<file path="src/rtl/interp_issue_ctrl.sv">
// interp_issue_ctrl: credit-gated pixel issue from the rasterizer into the
// fixed-latency attribute interpolator, with a triangle fence that holds back
// attribute reloads until the previous triangle has drained out of the pipe.
// Ports: aclk/resetn (async active-low); s_axis_* pixel input (tready comb.);
//   m_axis_* registered pixel output; credit_return from the downstream buffer;
//   attr_valid/attr_ready attribute-load handshake; busy; sticky credit_err;
//   stat_pixels/stat_stalls/stat_triangles counters.
// Optional: define INTERP_FLOW_CTRL_STATS_EN to build the statistics counters;
//   otherwise every stat_* output is tied to zero.
module interp_issue_ctrl #(
  parameter int LATENCY = 32,
  parameter int CREDITS = 32,
  parameter int STATS_W = 32
) (
  input  logic               aclk,
  input  logic               resetn,
  input  logic               s_axis_tvalid,
  output logic               s_axis_tready,
  input  logic               s_axis_tlast,
  input  logic [63:0]        s_axis_tdata,
  output logic               m_axis_tvalid,
  output logic               m_axis_tlast,
  output logic [63:0]        m_axis_tdata,
  input  logic               credit_return,
  input  logic               attr_valid,
  output logic               attr_ready,
  output logic               busy,
  output logic               credit_err,
  output logic [STATS_W-1:0] stat_pixels,
  output logic [STATS_W-1:0] stat_stalls,
  output logic [STATS_W-1:0] stat_triangles
);

  localparam int CW = $clog2(CREDITS + 1);
  // A pixel is counted from its issue edge until it falls out of the
  // LATENCY+1 deep tracker, so at most LATENCY+1 can be outstanding.
  localparam int IW = $clog2(LATENCY + 3);
  localparam logic [CW-1:0] CREDITS_MAX = CW'(CREDITS);

  typedef enum logic {LOAD, RUN} state_t;

  state_t           state;
  logic [CW-1:0]    credits;
  logic [IW-1:0]    inflight;
  logic [LATENCY:0] track_sr;
  logic             issue;
  logic             retire;
  logic             attr_hs;

  assign s_axis_tready = (state == RUN) && (credits != '0);
  assign attr_ready    = (state == LOAD) && (inflight == '0);
  assign issue         = s_axis_tvalid & s_axis_tready;
  assign retire        = track_sr[LATENCY];
  assign attr_hs       = attr_valid & attr_ready;
  assign busy          = (inflight != '0) || (state == RUN);

  always_ff @(posedge aclk or negedge resetn) begin
    if (!resetn) begin
      state         <= LOAD;
      credits       <= CREDITS_MAX;
      inflight      <= '0;
      track_sr      <= '0;
      m_axis_tvalid <= 1'b0;
      m_axis_tlast  <= 1'b0;
      m_axis_tdata  <= '0;
      credit_err    <= 1'b0;
    end else begin
      // Triangle fence: attribute reload only from LOAD, pixels only in RUN.
      case (state)
        LOAD: if (attr_hs) state <= RUN;
        RUN:  if (issue && s_axis_tlast) state <= LOAD;
        default: state <= LOAD;
      endcase

      m_axis_tvalid <= issue;
      if (issue) begin
        m_axis_tlast <= s_axis_tlast;
        m_axis_tdata <= s_axis_tdata;
      end

      // A simultaneous issue and return cancel; a return at full count is a
      // protocol violation from downstream and is flagged, not counted.
      if (issue && !credit_return)
        credits <= credits - CW'(1);
      else if (credit_return && !issue && credits != CREDITS_MAX)
        credits <= credits + CW'(1);
      if (credit_return && credits == CREDITS_MAX)
        credit_err <= 1'b1;

      // Mirror of the interpolator valid pipeline.
      track_sr <= {track_sr[LATENCY-1:0], issue};
      case ({issue, retire})
        2'b10:   inflight <= inflight + IW'(1);
        2'b01:   inflight <= inflight - IW'(1);
        default: inflight <= inflight;
      endcase
    end
  end

`ifdef INTERP_FLOW_CTRL_STATS_EN
  logic stall;
  assign stall = (state == RUN) && s_axis_tvalid && (credits == '0);

  always_ff @(posedge aclk or negedge resetn) begin
    if (!resetn) begin
      stat_pixels    <= '0;
      stat_stalls    <= '0;
      stat_triangles <= '0;
    end else begin
      if (issue)   stat_pixels    <= stat_pixels + STATS_W'(1);
      if (stall)   stat_stalls    <= stat_stalls + STATS_W'(1);
      if (attr_hs) stat_triangles <= stat_triangles + STATS_W'(1);
    end
  end
`else
  assign stat_pixels    = '0;
  assign stat_stalls    = '0;
  assign stat_triangles = '0;
`endif

endmodule

</file>
<file path="config.mk">
export PLATFORM = sky130hd
export DESIGN_NAME = interp_issue_ctrl
export DESIGN_NICKNAME = d
export VERILOG_FILES = /design/src/rtl/interp_issue_ctrl.sv
export SDC_FILE = /design/constraint.sdc
export NUM_CORES = 1
export LEC_CHECK = 0
export BUFFER_PORTS_ARGS = -buffer_cell sky130_fd_sc_hd__buf_2
export CELL_PAD_IN_SITES_DETAIL_PLACEMENT = 0
export CELL_PAD_IN_SITES_GLOBAL_PLACEMENT = 1
export CORE_ASPECT_RATIO = 1.1
export CORE_MARGIN = 2
export CORE_UTILIZATION = 38
export CTS_BUF_LIST = sky130_fd_sc_hd__clkbuf_8
export DETAILED_ROUTE_END_ITERATION = 7
export PLACE_DENSITY = 0.95
export SLEW_MARGIN = 20
export SYNTH_ARGS = -nofsm -noshare
export SYNTH_HDL_FRONTEND = slang
export SYNTH_SLANG_ARGS = --single-unit
</file>
<file path="constraint.sdc">
create_clock -name aclk -period 6.1 [get_ports aclk]
set_input_delay 1.22 -clock aclk [delete_from_list [all_inputs] [get_ports aclk]]
set_output_delay 1.22 -clock aclk [all_outputs]
set_load 0.02 [all_outputs]
</file>
# Word level (Yosys, flattened, before mapping)
# Cells that the tools add are included.
# op_classes
n_bitwise	3
add_sub_neg	4
n_eq_ne	4
n_mux	6
n_reduce_logical	15
# ops
operator	count
$add 6x1->6 const B	2
$mux 6	2
$pmux 6 s2	1
$reduce_bool 6->1	2
$sub 6x1->6 const B	2
$logic_and 1x1->1	7
$eq 6x6->1 const B	1
$logic_not 6->1	1
$ne 6x6->1 const B	1
$reduce_bool 2->1	2
$and 1x1->1	2
$eq 2x1->1 const B	1
$eq 2x2->1 const B	1
$logic_not 1->1	2
$mux 1	2
$pmux 1 s2	1
$logic_or 1x1->1	1
$not 1->1	1
# totals
word_cells	40
register_bits	113

# Logic depth before layout (Yosys ltp)
# Gate-level depths: netlist (run 1).
# depth
depth_word	8
depth_mapped	12
mapped_depth_nobuf	12

# Least setup slack after synthesis (run 1)
# OpenSTA, ideal clock, no wires.
# synth_timing
path_kind	input to register
from	in s_axis_tvalid
to	reg inflight[5]
path_slack_ps	2711
required_ps	5978
arrival_ps	3267
path_stages	10
cell_sequence	and2_1 > o21ai_2 > clkbuf_1 > ha_1 > ha_1 > a211o_1 > o211ai_1 > nor4b_1 > a211o_1 > xor2_1
# synth_via
elab_chain_len	3
word_cells_on_any_way	5
classes_between	eq/ne: 2; mux: 1; bitwise: 1; reduce/logical: 1
# synth_lines
item	line_no	source
start: declaration	17	input logic s_axis_tvalid,
$and 1x1->1 (*)	52	assign issue = s_axis_tvalid & s_axis_tready;
$eq 2x1->1 or $eq 2x2->1 (tied branches)	92	case ({issue, retire})
$pmux 6 s2 or $reduce_bool 2->1 (tied branches)	--	
end signal: assignment	93	2'b10: inflight <= inflight + IW'(1);
end signal: assignment	94	2'b01: inflight <= inflight - IW'(1);
end signal: assignment	95	default: inflight <= inflight;
end: declaration	44	logic [IW-1:0] inflight;
# Mark *: on every way between the ends. The rest lies on a longest branch, timed or not.
# A chain may end at the register's enable or synchronous reset.

# Worst setup path in the final report (run 1)
# layout_timing
from	in s_axis_tvalid
to	reg credits[5]
# layout_via
elab_chain_len	5
word_cells_on_any_way	7
classes_between	mux: 1; bitwise: 1; reduce/logical: 5
# layout_lines
item	line_no	source
$and 1x1->1 (*)	52	
$logic_not 1->1	85	else if (credit_return && !issue && credits != CREDITS_MAX)
$logic_and 1x1->1 (2 in a row)	85	
$reduce_bool 2->1 (no source line)	--	
end signal: assignment	84	credits <= credits - CW'(1);
end signal: assignment	86	credits <= credits + CW'(1);
end: declaration	43	logic [CW-1:0] credits;
# Marks and branches as above.

==> metrics.txt, run 1 <==
All-Layer GR Usage 13.68%; HP Class flop to flop; gr ovfl total 0; CTS tree built; Syn-to-layout area delta 14.29%; Clock Skew 0.01915 ns; vias in the first global route 3176; power per cell area 508.5 nW/µm²; CP most frequent cell nand3_1; WP data arrival 3.70 ns; vias per cell 4.170; Worst Setup End Kind flop; post-cts sizing count 0; Initial Util 39.16%; CORE AREA 12700 µm²; TritonCTS buffer count 9; routed vias 3328; failing checks DRC; sequential area share after synthesis 56.39%; Leak 0.003289 µW; Ys Warns 0; run status finished, violations left; hold bufs inserted after CTS 0; fraction of layout cells with a size suffix above 1 25.74%; Synth Area per Inst 9.964 µm²; initial antenna violation count 0; Worst-Skew Late Latency 0.39 ns; Top Ports 236; number of remaining DRC errors 15; RSZ-0062 raised after global routing no; setup TNS 0 ns; CP Cell Sequence buf_2 -> and2_1 -> o21ai_4 -> buf_4 -> inv_2 -> nand2b_1 -> inv_1 -> ha_1 -> nand3_1 -> o2111ai_1 -> nand3_1 -> o31a_1 -> o211ai_1; Final Slew Violations 0; CTS root buf clkbuf_8; clock tree buffer depth 2; htree depth 3; Hold Vio Cnt, Final 0; WP buf/inv 4; WL final 9618 µm; Wirelength per Cell 12.05 µm; maximum vdd drop 0.0001898 V; Die ar. 14020 µm²; CP Depth 13; DR pass1 iterations 6; Max stage delay cell, worst path buf_4; Final HPWL DP 6732 µm; slew margin rel. 46.50%; DIE WIDTH 113.1 µm; MaxCap Viol Count 0; CP required 6.42 ns; GPL Wtd Cong 0.7816; minimum clock period after layout 3.380 ns; die height 124.0 µm; post-route clock period utilization 55.41%; Worst R2R Path Depth 13; clk sinks 112; CP Class input pin to flop; Buffers on Ports 139; Rows 43; Synth Cell Area 4972 µm²; CP max FO 66; #FFs+latches synth 112; Final #Nets 717; hold-critical path depth 0; Yosys cell types 41; postcts setup bufs 0; # fillers 1280; largest net degree at the start of global routing 68; Antenna Cells 0; Post-DRT Antenna Nets 0; Worst-path clk slew 0.12 ns; Iter 0 DRT Violations 191; maximum clock frequency 295.8 MHz; Design Power 2890 µW; slowest stage delay, CP 0.59 ns; Tightest Pin Transition 0.8025 ns; # setup viols final 0; first-pass GRT wire length 15100 µm; Worst setup SP type input pin; Cells after Synth 499; Worst R2R Setup Slack 2.80 ns; delay-heaviest family, CP buffers and inverters
## sequential cells by signal, summed over array words and instances (netlist names)
register	cells
m_axis_tlast	1
credits	6
track_sr	33
inflight	6
credit_err	1
m_axis_tdata	64
state	1
## layout make-up
cell class | instances | area (µm²) | share of cell area [%]
Inverter | 8 | 30.03 | 0.5284
Multi-Input combinational cell | 363 | 1714 | 30.16
Clock inverter | 7 | 93.84 | 1.651
Sequential cell | 112 | 2804 | 49.34
Tap cell | 157 | 196.4 | 3.457
Clock buffer | 9 | 123.9 | 2.180
Timing Repair Buffer | 142 | 720.7 | 12.68
## path summary, 6_finish.rpt
check / startpoint / to
max in group asynchronous: resetn / inflight[4]$_DFFE_PN0P_
hold / removal: track_sr[25]$_DFF_PN0_ / track_sr[26]$_DFF_PN0_
hold reg to reg: track_sr[25]$_DFF_PN0_ / track_sr[26]$_DFF_PN0_
setup reg to reg: credits[0]$_DFFE_PN0P_ / credits[5]$_DFFE_PN1P_
min in group asynchronous: resetn / m_axis_tdata[25]$_DFFE_PN0P_
setup / recovery: s_axis_tvalid / credits[5]$_DFFE_PN1P_
## cell usage after synthesis
cell / n / area (µm²)
nand2_1: 202 / 758.2
and2_1: 1 / 6.260
o211ai_1: 2 / 15.01
ha_1: 9 / 112.6
a22o_1: 1 / 8.760
xor2_1: 2 / 17.52
dfrtp_1: 111 / 2778
o311ai_0: 1 / 8.760
fa_1: 2 / 40.04
nand2b_1: 2 / 12.51
o21ai_2: 1 / 8.760
xnor2_1: 6 / 52.55
buf_1: 1 / 3.750
mux2_1: 3 / 33.78
a21oi_1: 4 / 20.02
nor2b_1: 1 / 6.260
a31o_2: 1 / 8.760
nor2_1: 1 / 3.750
nor4_1: 1 / 6.260
inv_2: 1 / 3.750
or4_1: 1 / 7.510
nand3_1: 4 / 20.02
nor4_2: 1 / 12.51
mux2i_4: 1 / 22.52
mux2i_1: 2 / 20.02
inv_1: 7 / 26.28
conb_1: 1 / 3.750
a211o_1: 3 / 26.28
buf_4: 96 / 720.7
a311o_1: 1 / 10.01
nor3b_1: 1 / 7.510
o31a_1: 1 / 8.760
dfstp_2: 1 / 26.28
buf_2: 9 / 45.04
o2111ai_1: 1 / 8.760
mux2_2: 1 / 11.26
a21o_1: 3 / 22.52
o21ai_0: 3 / 15.01
o21a_1: 1 / 7.510
nor4b_1: 3 / 26.28
clkbuf_1: 5 / 18.77
## cells in the final DEF, fill, tap and decap left out, drive strengths merged, types with 3 or more instances in the layout
cell type and instances:
a211o 3, ha 9, mux2 4, nand2 202, clkinv 4, nand3 4, buf 142, nor4b 3
a21oi 4, clkbuf 9, a21o 3, mux2i 3, dfrtp 111, xnor2 6, o21ai 4, inv 11
conb 96
## per-layer routing
| layer | vias to the layer above | global-route usage, % | wire length (µm) |
|---|---|---|---|
| met5 | - | 0 | 0 |
| met4 | 0 | 6.479 | 156 |
| met3 | 11 | 3.212 | 611 |
| met2 | 120 | 22.19 | 4714 |
| met1 | 1549 | 17.46 | 4136 |
| li1 | 1648 | - | - |
## stage by stage
stage | hold WS (ns) | cells | area (µm²) | utilization [%] | setup slack, ns
floorplan | 0.3312 | 594 | 5329 | - | 2.711
global placement | 0.3328 | 782 | 5465 | 43.04 | 2.419
detailed placement | 0.3347 | 782 | 5465 | 43.04 | 2.312
CTS | 0.3645 | 798 | 5683 | 44.76 | 2.753
global route | 0.3706 | 798 | 5683 | 44.76 | 2.378
finish | 0.3573 | 798 | 5683 | 44.76 | 2.720
## logic make-up (layout without fill, tap and decap cells)
group           count (synthesis)  in the layout  share of synthesized area [%]
compound gates                 23             23                          3.397
xor+xnor                        8              8                          1.409
fa+ha+maj                      11             11                          3.070
buf+inv                       119            166                          16.46
flops                         112            112                          56.39
mux                             7              7                          1.761
other cells                     1             96                        0.07542
simple gates                  218            218                          17.44
## where the power goes
part | internal [µW] | switching (µW) | leakage (µW)
Sequential | 1060 | 174 | 0.00141
Combinational | 423 | 781 | 0.00177
Clock | 168 | 287 | 0.000107
Total | 1650 | 1240 | 0.00329
No activity file was read; power rests on OpenSTA's default activity.
==> inputs of run 2 (changes only) <==
--- a/config.mk
+++ b/config.mk
@@ -10,10 +10,10 @@
 export CELL_PAD_IN_SITES_GLOBAL_PLACEMENT = 1
 export CORE_ASPECT_RATIO = 1.1
 export CORE_MARGIN = 2
-export CORE_UTILIZATION = 38
+export CORE_UTILIZATION = 32
 export CTS_BUF_LIST = sky130_fd_sc_hd__clkbuf_8
 export DETAILED_ROUTE_END_ITERATION = 7
-export PLACE_DENSITY = 0.95
+export PLACE_DENSITY = 0.86
 export SLEW_MARGIN = 20
 export SYNTH_ARGS = -nofsm -noshare
 export SYNTH_HDL_FRONTEND = slang
==> constraint.sdc (replaced) <==
create_clock -name aclk -period 3.1 [get_ports aclk]
set_input_delay 0.62 -clock aclk [delete_from_list [all_inputs] [get_ports aclk]]
set_output_delay 0.62 -clock aclk [all_outputs]
set_load 0.02 [all_outputs]
==> metrics.txt, run 2 (same netlist as run 1, synthesis figures left out) <==
run status completed; most frequent cells in the layout nand2_1 (202), buf_2 (138), dfrtp_1 (111), conb_1 (96), clkbuf_8 (10); CTS tree built; max reg flops 64; GPL Wtd Cong 0.7557; MaxCap Viol Count 0; vias per cell 3.951; clk sinks 112; TritonCTS buffer count 9; # setup viols final 0; RSZ-0062 raised after global routing no; Flop pwr share 42.3%; vias in the first global route 3182; Tightest Pin Transition 0.7702 ns; largest net degree at the start of global routing 68; Leak 0.003305 µW; DIE WIDTH 122.9 µm; fraction of layout cells with a size suffix above 1 26.09%; setup TNS 0 ns; biggest regs m_axis_tdata (64), track_sr (33); commonest non-fill, non-tap cell in the layout nand2_1; gr ovfl total 0; power per cell area 989.3 nW/µm²; htree depth 3; switching share of power 42.58%; Top Ports 236; CORE AREA 15110 µm²; Die ar. 16550 µm²; DR pass1 iterations 4; post-cts sizing count 0; Final Slew Violations 0; Biggest register m_axis_tdata; Post-DRT Antenna Nets 0; CP Class flop to flop; CP required 3.37 ns; Worst Setup SP credits[0]$_DFFE_PN0P_; slew margin rel. 48.65%; Clock Skew 0.01030 ns; clock tree buffer depth 2; Comb pwr share 42.3%; minimum clock period after layout 2.708 ns; HP Class input pin to async pin; Syn-to-layout area delta 15.68%; maximum clock frequency 369.3 MHz; postcts setup bufs 0; Worst-Skew Late Latency 0.38 ns; Antenna Cells 0; Rows 47; clock network power share 15.4%; CTS root buf clkbuf_8; CP max FO 9; Final #Nets 720; first-pass GRT wire length 15590 µm; P_sw 2423 µW; Worst-path clk slew 0.11 ns; initial antenna violation count 0; routed vias 3319; WP data arrival 2.98 ns; die height 134.7 µm; Wirelength per Cell 11.76 µm; post-route clock period utilization 87.35%; worst r2r src credits[0]$_DFFE_PN0P_; internal power 3267 µW; Hold Vio Cnt, Final 0; final core occ 38.06%; Initial Util 32.90%; Worst setup SP type flop; number of remaining DRC errors 0; maximum vdd drop 0.0003107 V; Final HPWL DP 7023 µm; Worst Setup End Kind flop; hold bufs inserted after CTS 0; WL final 9876 µm; All-Layer GR Usage 12.19%; Iter 0 DRT Violations 165; Buffers on Ports 139
-- run 2: cell types whose count changed in the layout (fill, tap and decap cells not counted), sizes merged --
cell / previous run / this run
clkinv: 4 / 1
inv: 11 / 13
clkbuf: 9 / 10
buf: 142 / 145
-- run 2: layer usage --
metal | routed length, µm | up-vias | GRT usage, %
met2 | 4959 | 112 | 19.80
met3 | 556 | 14 | 2.872
met1 | 4113 | 1550 | 15.00
li1 | - | 1643 | -
met5 | 0 | - | 0
met4 | 247 | 0 | 6.322
-- run 2: power groups by stage --
stage	Clock (µW)	Combinational [µW]	Sequential, µW
2_1_floorplan	0	1240	2910
3_3_place_gp	0	2410	2420
3_5_place_dp	0	2450	2440
4_1_cts	936	2450	2420
5_1_grt	990	2690	2490
6_report	875	2410	2410
-- run 2: cell type report --
| class | count | area [µm²] |
|---|---|---|
| Fill cell | 1560 | 9361 |
| Sequential cell | 112 | 2804 |
| Multi-Input combinational cell | 363 | 1714 |
| Timing Repair Buffer | 145 | 755.7 |
| Tap cell | 196 | 245.2 |
| Clock buffer | 10 | 137.6 |
| Clock inverter | 6 | 65.06 |
| Inverter | 8 | 30.03 |
-- run 2: final timing paths --
| kind | endpoint | cells past startpoint | slack (ns) |
|---|---|---|---|
| worst min register to register | track_sr[23]$_DFF_PN0_ | 0 | 0.36 |
| min in group aclk | track_sr[23]$_DFF_PN0_ | 0 | 0.36 |
| worst max-delay path | inflight[5]$_DFFE_PN0P_ | 10 | 0.39 |
| worst min-delay path | credits[1]$_DFFE_PN0P_ | 1 | 0.22 |
| worst max register to register | inflight[5]$_DFFE_PN0P_ | 10 | 0.39 |
| max in group asynchronous | inflight[5]$_DFFE_PN0P_ | 2 | 2.12 |
-- run 2: per-stage QoR --
step | instances | worst slack [ns] | power [µW] | hold slack (ns) | cell area, µm²
3_5_place_dp | 824 | 0.4128 | 4889 | 0.3347 | 5549
6_report | 840 | 0.3922 | 5690 | 0.2184 | 5752
5_1_grt | 840 | 0.1309 | 6177 | 0.2368 | 5752
4_1_cts | 840 | 0.3813 | 5803 | 0.2100 | 5752
3_3_place_gp | 824 | 0.4763 | 4832 | 0.3320 | 5549
2_1_floorplan | 594 | 0.1850 | 4155 | 0.3244 | 5329
-- run 2: critical path, cell delays in order (launching register included) --
cell      delay (ns)
dfrtp_1         0.44
nor4_2          0.29
nand2b_1        0.19
o21ai_4         0.22
ha_1            0.20
buf_4           0.16
ha_1            0.28
o211ai_1        0.30
nor4b_1         0.09
a211o_1         0.29
xor2_1          0.14
==> inputs of run 3 (changes only) <==
--- a/config.mk
+++ b/config.mk
@@ -5,15 +5,16 @@
 export SDC_FILE = /design/constraint.sdc
 export NUM_CORES = 1
 export LEC_CHECK = 0
+export ABC_AREA = 1
 export BUFFER_PORTS_ARGS = -buffer_cell sky130_fd_sc_hd__buf_2
 export CELL_PAD_IN_SITES_DETAIL_PLACEMENT = 0
 export CELL_PAD_IN_SITES_GLOBAL_PLACEMENT = 1
 export CORE_ASPECT_RATIO = 1.1
 export CORE_MARGIN = 2
-export CORE_UTILIZATION = 32
+export CORE_UTILIZATION = 31
 export CTS_BUF_LIST = sky130_fd_sc_hd__clkbuf_8
 export DETAILED_ROUTE_END_ITERATION = 7
-export PLACE_DENSITY = 0.86
+export PLACE_DENSITY = 0.85
 export SLEW_MARGIN = 20
 export SYNTH_ARGS = -nofsm -noshare
 export SYNTH_HDL_FRONTEND = slang
==> metrics.txt, run 3 <==
maximum clock frequency 437.0 MHz; post-route cell area 5797 µm²; Reg-to-Reg End m_axis_tdata[36]$_DFFE_PN0P_; Worst Setup End Kind flop; All-Layer GR Usage 11.24%; #FFs+latches synth 112; top-area cell type share of the netlist area 55.17%; initial antenna violation count 1; sequential area share after synthesis 55.69%; CTS root buf clkbuf_8; post-cts sizing count 0; Synth Area per Inst 9.393 µm²; Syn-to-layout area delta 15.13%; area leader, netlist dfrtp_1; number of remaining DRC errors 0; WP data arrival 2.56 ns; CP required 3.37 ns; Worst setup SP type flop; PnR worst setup slack 0.8118 ns; first-pass GRT wire length 15310 µm; commonest non-fill, non-tap cell in the layout nand2_1; Buffers on Ports 139; max reg flops 64; power per cell area 505.3 nW/µm²; Worst R2R Setup Slack 0.81 ns; Final Slew Violations 0; Post-synth EDFFs 0; Worst R2R Path Depth 8; Initial Util 31.88%; Yosys cell types 26; Leak 0.003625 µW; Worst Setup SP credits[3]$_DFFE_PN0P_; Clock Skew 0.01913 ns; Worst-path clk slew 0.11 ns; Iter 0 DRT Violations 130; DIE WIDTH 125.5 µm; htree depth 3; post-route clock period utilization 73.81%; final core occ 36.70%; maximum vdd drop 0.0002362 V; postcts setup bufs 0; Tightest Pin Transition 0.7250 ns; DP Worst Slack 0.8231 ns; Biggest register m_axis_tdata; worst r2r src credits[3]$_DFFE_PN0P_; Synth area leaders dfrtp_1 (55%), nand2_1 (17%), buf_4 (15%), ha_1 (2.2%), inv_1 (1.5%); slew margin rel. 51.67%; run status completed; Final #Nets 756; setup TNS 0 ns; RSZ-0062 raised after global routing no; FFs w/ async S/R, synth 100.0%; Post-DRT Antenna Nets 0; Synth top cells by count nand2_1 (227), dfrtp_1 (111), buf_4 (98); HP Class input pin to async pin; CTS tree built; TritonCTS buffer count 9; Hold Vio Cnt, Final 0; clk sinks 112; GPL Wtd Cong 0.7486; fraction of layout cells with a size suffix above 1 24.12%; Area after DPL 5562 µm²; biggest regs m_axis_tdata (64), track_sr (33); vias in the first global route 3120; gr ovfl total 0; CP max FO 67; Synth Flop Type dfrtp_1; most frequent cell after synthesis nand2_1; minimum clock period after layout 2.288 ns; Wirelength per Cell 11.03 µm; die height 137.7 µm; most frequent cells in the layout nand2_1 (227), buf_2 (138), dfrtp_1 (111), conb_1 (96), inv_1 (21); crit path capture m_axis_tdata[36]$_DFFE_PN0P_; CP Class flop to flop; CORE AREA 15800 µm²; routed vias 3452; Final HPWL DP 6864 µm; Rows 48; Cells after Synth 536; MaxCap Viol Count 0; Ys Warns 0; WL final 9721 µm; vias per cell 3.918; DR pass1 iterations 4; Die ar. 17280 µm²; Synth Cell Area 5035 µm²; # setup viols final 0; hold bufs inserted after CTS 0; Top Ports 236; clock tree buffer depth 2; Worst-Skew Late Latency 0.38 ns; largest net degree at the start of global routing 68
run 3: report_power, final:
part	internal [µW]	leakage (µW)	switching, µW	total [µW]
logic	123	0.00197	263	386
clock network	471	0.000120	523	994
registers	1510	0.00154	39.5	1550
total	2100	0.00363	826	2930
run 3: kinds of logic after synthesis:
group,after synthesis,share of synthesized area [%]
other,1,0.07448
AOI/OAI and AO/OA,18,1.963
xor gates and xnor gates,7,1.218
adders and majority gates,11,3.032
buffers and inverters,131,18.12
and+or+nand+nor,256,19.91
DFF,112,55.69
run 3: worst min path at each step:
stage                     startpoint                            to  slack [ns]  cells past startpoint
2_1_floorplan                 resetn        credit_err$_DFFE_PN0P_        0.32                      0
3_3_place_gp   track_sr[1]$_DFF_PN0_         track_sr[2]$_DFF_PN0_        0.33                      0
3_5_place_dp   track_sr[4]$_DFF_PN0_         track_sr[5]$_DFF_PN0_        0.33                      0
4_1_cts                       resetn   m_axis_tdata[0]$_DFFE_PN0P_        0.23                      1
5_1_grt                       resetn  m_axis_tdata[17]$_DFFE_PN0P_        0.26                      1
6_report                      resetn  m_axis_tdata[59]$_DFFE_PN0P_        0.23                      1
run 3: metal layers:
layer / up-vias / track usage, % / wire, µm
met3: 13 / 3.534 / 734
met4: 2 / 5.494 / 162
met5: - / 0 / 13
met1: 1581 / 14.51 / 4206
met2: 134 / 17.15 / 4603
li1: 1722 / - / -
run 3: worst max-delay path: stages (launching register included):
cell and delay [ns]:
dfrtp_1 0.40, nor2_1 0.20, nand3_2 0.16, nand3_4 0.11
buf_4 0.55, inv_2 0.24, buf_12 0.24, nand2_1 0.10
nand2_1 0.05
run 3: cell type report:
class	instances	area [µm²]
flip-flops and latches	112	2804
multi-input cells	388	1675
clock inverters	7	108.9
fillers	1700	9998
inverters	21	78.83
diodes	1	2.502
repair buffers	143	753.2
well taps	200	250.2
clock buffers	9	123.9
run 3: metrics by stage:
step / hold slack (ns) / instances / total power (µW)
2_1_floorplan: 0.3244 / 631 / 1939
3_3_place_gp: 0.3325 / 864 / 1963
3_5_place_dp: 0.3347 / 864 / 1968
4_1_cts: 0.2262 / 880 / 2992
5_1_grt: 0.2598 / 880 / 3104
6_report: 0.2299 / 881 / 2929
